**src/rtl/bp_cce_lce_req_in.sv**
```systemverilog
// CCE-side receiver for LCE request messages (uc_rd, uc_wr, rd_miss, wr_miss).
// Buffers incoming BedRock request messages in a small FIFO and drops misrouted
// or malformed heads. It presents decoded fields on a valid-yumi port, tracks
// outstanding requests per LCE, and keeps a sticky protocol-error flag.
//
// Optional statistics counters are enabled with `define BP_CCE_LCE_REQ_IN_STATS_EN.
//
// Message layout, LSB first:
//   msg_type[3] | addr[paddr] | size[3] | dst_id[cce_id] | src_id[lce_id] |
//   lru_way_id[lg_assoc] | non_exclusive[1] | data[cce_block_width]
// msg_type encoding: 0=rd_miss 1=wr_miss 2=uc_rd 3=uc_wr, 4..7 not accepted here.
//
// state   | meaning
// e_reset | first cycle after reset release, ready held low
// e_ready | ready follows FIFO space
module bp_cce_lce_req_in #(
    parameter int paddr_width_p     = 40,
    parameter int lce_id_width_p    = 4,
    parameter int cce_id_width_p    = 4,
    parameter int lce_assoc_p       = 8,
    parameter int cce_block_width_p = 64,
    parameter int num_lce_p         = 4,
    parameter int dword_width_gp    = 64,
    parameter int fifo_els_p        = 2,
    parameter int credits_p         = 2,
    localparam int lg_assoc_lp          = (lce_assoc_p > 1) ? $clog2(lce_assoc_p) : 1,
    localparam int hdr_width_lp         = 3 + paddr_width_p + 3 + cce_id_width_p
                                          + lce_id_width_p + lg_assoc_lp + 1,
    localparam int lce_req_msg_width_lp = hdr_width_lp + cce_block_width_p
) (
    input  logic                            clk_i,
    input  logic                            reset_n_i,
    input  logic [cce_id_width_p-1:0]       cce_id_i,
    input  logic [lce_req_msg_width_lp-1:0] lce_req_i,
    input  logic                            lce_req_v_i,
    output logic                            lce_req_ready_and_o,
    output logic                            req_v_o,
    output logic [1:0]                      req_type_o,
    output logic [paddr_width_p-1:0]        req_addr_o,
    output logic [2:0]                      req_size_o,
    output logic [lce_id_width_p-1:0]       req_lce_id_o,
    output logic [lg_assoc_lp-1:0]          req_lru_way_o,
    output logic                            req_non_excl_o,
    output logic [dword_width_gp-1:0]       req_data_o,
    input  logic                            req_yumi_i,
    input  logic                            done_v_i,
    input  logic [lce_id_width_p-1:0]       done_lce_id_i,
    output logic [num_lce_p-1:0]            pending_o,
    output logic                            error_o,
    output logic [31:0]                     stat_uc_rd_o,
    output logic [31:0]                     stat_uc_wr_o,
    output logic [31:0]                     stat_rd_miss_o,
    output logic [31:0]                     stat_wr_miss_o
);

    localparam int addr_lsb_lp = 3;
    localparam int size_lsb_lp = addr_lsb_lp + paddr_width_p;
    localparam int dst_lsb_lp  = size_lsb_lp + 3;
    localparam int src_lsb_lp  = dst_lsb_lp + cce_id_width_p;
    localparam int lru_lsb_lp  = src_lsb_lp + lce_id_width_p;
    localparam int ne_lsb_lp   = lru_lsb_lp + lg_assoc_lp;
    localparam int ptr_w_lp    = (fifo_els_p > 1) ? $clog2(fifo_els_p) : 1;
    localparam int fcnt_w_lp   = $clog2(fifo_els_p + 1);
    localparam int cnt_w_lp    = $clog2(credits_p + 1);

    typedef enum logic [1:0] {
        e_reset = 2'b00,
        e_ready = 2'b01
    } state_e;

    state_e                          state_r;
    logic [lce_req_msg_width_lp-1:0] mem_r [fifo_els_p];
    logic [ptr_w_lp-1:0]             wr_ptr_r, rd_ptr_r;
    logic [fcnt_w_lp-1:0]            fcnt_r, fcnt_next;
    logic [cnt_w_lp-1:0]             cnt_r [num_lce_p];
    logic [cnt_w_lp-1:0]             cnt_next [num_lce_p];
    logic [num_lce_p-1:0]            inc_vec, dec_vec;
    logic [lce_req_msg_width_lp-1:0] head;
    logic [2:0]                      head_type;
    logic                            empty, head_ok, drop, enq, deq, yumi_fire;
    logic                            cnt_err, id_err, error_r;

    assign empty     = (fcnt_r == '0);
    assign head      = mem_r[rd_ptr_r];
    assign head_type = head[2:0];
    assign head_ok   = (head[dst_lsb_lp +: cce_id_width_p] == cce_id_i) && !head_type[2];

    assign req_v_o   = !empty && head_ok;
    assign drop      = !empty && !head_ok;
    assign yumi_fire = req_yumi_i && req_v_o;
    assign enq       = lce_req_v_i && lce_req_ready_and_o;
    assign deq       = drop || yumi_fire;

    // rd_miss(0)->2, wr_miss(1)->3, uc_rd(2)->0, uc_wr(3)->1
    assign req_type_o     = {~head_type[1], head_type[0]};
    assign req_addr_o     = head[addr_lsb_lp +: paddr_width_p];
    assign req_size_o     = head[size_lsb_lp +: 3];
    assign req_lce_id_o   = head[src_lsb_lp +: lce_id_width_p];
    assign req_lru_way_o  = head[lru_lsb_lp +: lg_assoc_lp];
    assign req_non_excl_o = head[ne_lsb_lp];
    assign req_data_o     = head[hdr_width_lp +: dword_width_gp];
    assign error_o        = error_r;

    // Next FIFO occupancy, used to register ready one cycle ahead
    always_comb begin
        fcnt_next = fcnt_r;
        case ({enq, deq})
            2'b10:   fcnt_next = fcnt_r + 1'b1;
            2'b01:   fcnt_next = fcnt_r - 1'b1;
            default: fcnt_next = fcnt_r;
        endcase
    end

    // Sequencing FSM; ready is registered so it never depends on req_yumi_i combinationally
    always_ff @(posedge clk_i or negedge reset_n_i) begin
        if (!reset_n_i) begin
            state_r             <= e_reset;
            lce_req_ready_and_o <= 1'b0;
        end else begin
            case (state_r)
                e_reset: begin
                    state_r             <= e_ready;
                    lce_req_ready_and_o <= (fcnt_next != fcnt_w_lp'(fifo_els_p));
                end
                e_ready: begin
                    state_r             <= e_ready;
                    lce_req_ready_and_o <= (fcnt_next != fcnt_w_lp'(fifo_els_p));
                end
                default: begin
                    state_r             <= e_reset;
                    lce_req_ready_and_o <= 1'b0;
                end
            endcase
        end
    end

    // Input FIFO storage and pointers; storage is cleared so outputs read 0 out of reset
    always_ff @(posedge clk_i or negedge reset_n_i) begin
        if (!reset_n_i) begin
            for (int i = 0; i < fifo_els_p; i++) mem_r[i] <= '0;
            wr_ptr_r <= '0;
            rd_ptr_r <= '0;
            fcnt_r   <= '0;
        end else begin
            if (enq) begin
                mem_r[wr_ptr_r] <= lce_req_i;
                wr_ptr_r <= (wr_ptr_r == ptr_w_lp'(fifo_els_p - 1)) ? '0 : wr_ptr_r + 1'b1;
            end
            if (deq) begin
                rd_ptr_r <= (rd_ptr_r == ptr_w_lp'(fifo_els_p - 1)) ? '0 : rd_ptr_r + 1'b1;
            end
            fcnt_r <= fcnt_next;
        end
    end

    // Per-LCE increment/decrement strobes
    always_comb begin
        inc_vec = '0;
        dec_vec = '0;
        for (int i = 0; i < num_lce_p; i++) begin
            inc_vec[i] = yumi_fire && (int'(req_lce_id_o) == i);
            dec_vec[i] = done_v_i && (int'(done_lce_id_i) == i);
        end
    end

    // Next outstanding counts: saturate on overflow, hold at 0 on underflow, flag both
    always_comb begin
        cnt_err = 1'b0;
        for (int i = 0; i < num_lce_p; i++) begin
            cnt_next[i] = cnt_r[i];
            if (inc_vec[i] && !dec_vec[i]) begin
                if (cnt_r[i] == cnt_w_lp'(credits_p)) cnt_err = 1'b1;
                else                                   cnt_next[i] = cnt_r[i] + 1'b1;
            end else if (dec_vec[i] && !inc_vec[i]) begin
                if (cnt_r[i] == '0) cnt_err = 1'b1;
                else                cnt_next[i] = cnt_r[i] - 1'b1;
            end
        end
    end

    // An LCE id with no counter behind it is also treated as protocol misuse
    assign id_err = (yumi_fire && (int'(req_lce_id_o) >= num_lce_p))
                 || (done_v_i && (int'(done_lce_id_i) >= num_lce_p));

    // Outstanding counters and sticky error flag
    always_ff @(posedge clk_i or negedge reset_n_i) begin
        if (!reset_n_i) begin
            for (int i = 0; i < num_lce_p; i++) cnt_r[i] <= '0;
            error_r <= 1'b0;
        end else begin
            for (int i = 0; i < num_lce_p; i++) cnt_r[i] <= cnt_next[i];
            error_r <= error_r || drop || cnt_err || id_err;
        end
    end

    // Pending flags from nonzero outstanding counts
    always_comb begin
        pending_o = '0;
        for (int i = 0; i < num_lce_p; i++) pending_o[i] = (cnt_r[i] != '0);
    end

`ifdef BP_CCE_LCE_REQ_IN_STATS_EN
    logic [31:0] stat_r [4];

    // Saturating per-type consume counters, indexed by req_type_o
    always_ff @(posedge clk_i or negedge reset_n_i) begin
        if (!reset_n_i) begin
            for (int i = 0; i < 4; i++) stat_r[i] <= '0;
        end else if (yumi_fire && (stat_r[req_type_o] != 32'hFFFF_FFFF)) begin
            stat_r[req_type_o] <= stat_r[req_type_o] + 32'd1;
        end
    end

    assign stat_uc_rd_o   = stat_r[0];
    assign stat_uc_wr_o   = stat_r[1];
    assign stat_rd_miss_o = stat_r[2];
    assign stat_wr_miss_o = stat_r[3];
`else
    assign stat_uc_rd_o   = '0;
    assign stat_uc_wr_o   = '0;
    assign stat_rd_miss_o = '0;
    assign stat_wr_miss_o = '0;
`endif

    // The consumer may only yumi a presented request
    yumi_needs_valid: assert property (@(posedge clk_i) disable iff (!reset_n_i)
                                       req_yumi_i |-> req_v_o);

endmodule
```
**config.mk**
```make
export PLATFORM = sky130hd
export DESIGN_NAME = bp_cce_lce_req_in
export DESIGN_NICKNAME = d
export VERILOG_FILES = /design/src/rtl/bp_cce_lce_req_in.sv
export SDC_FILE = /design/constraint.sdc
export NUM_CORES = 1
export LEC_CHECK = 0
export ABC_AREA = 1
export CAP_MARGIN = 20
export CORE_AREA = 10 10 200 202
export DETAILED_ROUTE_END_ITERATION = 6
export DIE_AREA = 0 0 210 212
export SETUP_SLACK_MARGIN = 0.15
export SYNTH_ARGS = -nofsm -noshare
export SYNTH_HDL_FRONTEND = slang
export SYNTH_SLANG_ARGS = --single-unit
```
**constraint.sdc**
```tcl
create_clock -name clk_i -period 2.8 [get_ports clk_i]
set_input_delay 0.42 -clock clk_i [delete_from_list [all_inputs] [get_ports clk_i]]
set_output_delay 0.42 -clock clk_i [all_outputs]
set_load 0.02 [all_outputs]
```
==> reports/metrics.yaml <==
synth:
  synth.avg_cell_area_sq_um: 7.92
  synth_edf_count: 0
  synthFlopType: "dfrtp_1"
  ys_ff_latch: 258
  synth_top_area_share: 0.517
  synth.distinct_cells: 32
  ys_warn_count: 0
  yosysMostFrequentCell: "nand2_1"
  yosys-top-cells-area: "dfrtp_1 52%, nand2_1 19%, o21ai_0 10%"
  synth_common_cells: "621 x nand2_1, 258 x dfrtp_1, 251 x o21ai_0, 159 x inv_1, 128 x buf_4"
  syn_area_sq_um: 12500
  ys_seq_area_frac: 0.517
  ys_async_sr_fraction: 1.00
  synth_cells: 1576
  synth_top_area_cell: "dfrtp_1"
setup_path:
  reg2reg_slack_ns: 0.20
  crit_type: "reg2out"
  crit_fanout: 20
  cp_data_arrival_time_ns: 2.20
  endpoint_kind: "output pin"
  cp.required_ns: 2.38
  crit_path_start_kind: "register"
clocking:
  clockRootBuffer: "clkbuf_16"
  cts_tree: "built"
  numClockSinks: 258
  insertion_delay_ns: 0.54
  htree_levels: 1
  cts.path.max_buffers: 3
  clk_pin_slew_ns: 0.06
  cts_made_buffers: 29
finish:
  final_layout_size_suffix_gt1_frac: 0.0573
  final_util: 0.450
  nets: 1958
  fin_cells: 2303
  syn_to_final_growth_pct: 30.1
  nFillCells: 3547
die:
  die_w_um: 210
  num_rows: 70
  die_area_sq_um: 44500
  start_util: 0.346
  coreArea_sq_um: 36100
  fp.dieH_um: 212
  ioPinCount: 387
job:
  drv_cap: 0
global_routing:
  grt_pass1_vias: 10199
  grt_first_pass_wirelength_mm: 55.2
  grt_overflow: 0
  grt_usage: 0.150
  grt_max_degree: 83
  antenna_found_initial: 1
drt:
  antenna_left: 0
  drt_iter0_drc: 556
  dr_total_vias: 10112
  wirelength_mm: 34.4
  wl_per_cell_um: 14.9
  dr.pass1.iters: 5
  drcViolationCount: 0
  via_per_inst: 4.39
hold_path:
  worstHoldPathType: "in2reg"
timing:
  finalHoldViolations: 0
  worst_pin_slew_ns: 0.589
  fin_skew_ns: 0.0116
  max_slew_margin: 0.608
  setup_viol: 0
  max_freq_ghz: 0.382
  rsz0062_at_grt: "true"
  tns_ns: 0
  report.final.slew_viol_count: 0
  period_share: 0.935
  fin_crit_ns: 2.62
  setup_ws_ns: 0.182
placed_design:
  hpwl_mm: 24.2
  place_inst: 2239
  dp_slack_ns: 0.120
  gp_congestion: 0.774
  io_buffers: 258
power:
  p_per_area_nw_per_um2: 1170
  vdd_drop_max_uv: 536
  p_leak_nw: 8.84
status:
  status: "finished clean"
## routing by layer
layer,track usage,vias up,wire length (um)
met5,0,-,0
met4,0.0285,0,444
met3,0.0618,35,3310
met2,0.247,284,16100
met1,0.180,4729,14500
li1,-,5064,-
## state kept, by name, indices dropped and copies added, names as in the netlist
| register | count |
|---|---|
| wr_ptr_r | 1 |
| lce_req_ready_and_o | 1 |
| mem_r | 244 |
| error_o | 1 |
| fcnt_r | 2 |
| rd_ptr_r | 1 |
| cnt_r | 8 |
## metrics by stage
stage	cell area (sq um)	hold WS, ns	power, mW
3_3_place_gp	15100	0.448	15.6
4_1_cts	16100	0.410	19.2
2_1_floorplan	13000	0.124	11.8
5_1_grt	16200	0.435	20.6
6_report	16200	0.441	19.0
3_5_place_dp	15100	0.449	15.8
## cell families after synthesis
| kind of cell | synth area share |
|---|---|
| AND/OR/NAND/NOR | 0.206 |
| buffers and inverters | 0.153 |
| AO/OA/AOI/OAI | 0.108 |
| flip-flops | 0.517 |
| adder cells (fa/ha/maj) | 0.00902 |
| XOR/XNOR | 0.00351 |
| multiplexers | 0.00241 |
| other | 0.000300 |
## power breakdown
group | total (mW) | switching (mW) | internal (mW) | leakage (nW)
Sequential | 6.37 | 0.900 | 5.47 | 3.21
Combinational | 8.83 | 5.58 | 3.25 | 5.16
Clock | 3.82 | 1.49 | 2.33 | 0.474
Total | 19.0 | 7.97 | 11.0 | 8.84
## path summary, 6_finish.rpt
path,startpoint,to,cells past startpoint
hold reg to reg,mem_r[50],mem_r[50],2
max in group asynchronous,reset_n_i,mem_r[75],3
min in group asynchronous,reset_n_i,mem_r[234],2
setup / recovery,rd_ptr_r,req_lce_id_o[1],5
hold / removal,lce_req_i[1],mem_r[123],3
setup reg to reg,rd_ptr_r,lce_req_ready_and_o,14
## layout by cell type (no fill, tap or decap), types with 4 or more instances in the layout
cell type,n
buf_4,12
nor2_2,4
o21ai_1,10
buf_12,13
nand2_1,620
nor4_1,4
clkinv_2,4
conb_1,128
nand3_1,9
dlygate4sd2_1,101
clkbuf_1,8
clkbuf_16,29
clkdlybuf4s50_1,140
inv_1,157
dfrtp_1,257
dlymetal6s2s_1,13
or2_2,5
a21oi_1,5
ha_1,7
o21ai_0,246
clkbuf_8,6
nor2_1,9
## worst max-delay path, stage by stage, from the launching register on
cell and delay [ns]:
dfrtp_4 0.51, buf_4 0.17, bufbuf_16 0.29, o21ai_2 0.28
inv_2 0.11, clkdlybuf4s15_2 0.29
## layout make-up
class                           instances  area [sq um]  area share
Antenna cell                            1          2.50    0.000154
Sequential cell                       258          6460       0.398
Clock inverter                          8           121     0.00747
Timing Repair Buffer                  288          2950       0.182
Inverter                              160           617      0.0380
Clock buffer                           43           838      0.0516
Multi-Input combinational cell       1077          4660       0.287
Tap cell                              468           586      0.0361
## repair_timing
action | 4_1_cts | 5_1_grt
hold buffers | 1 | 0
hold endpoints to repair | 66 | 0
buffers inserted | 2 | 8
endpoints found under the setup margin | 106 | 28
gates resized for setup | 125 | 38
pin swaps | 0 | 4
gates cloned | 1 | 0
Power figures use the tool's default switching activity.
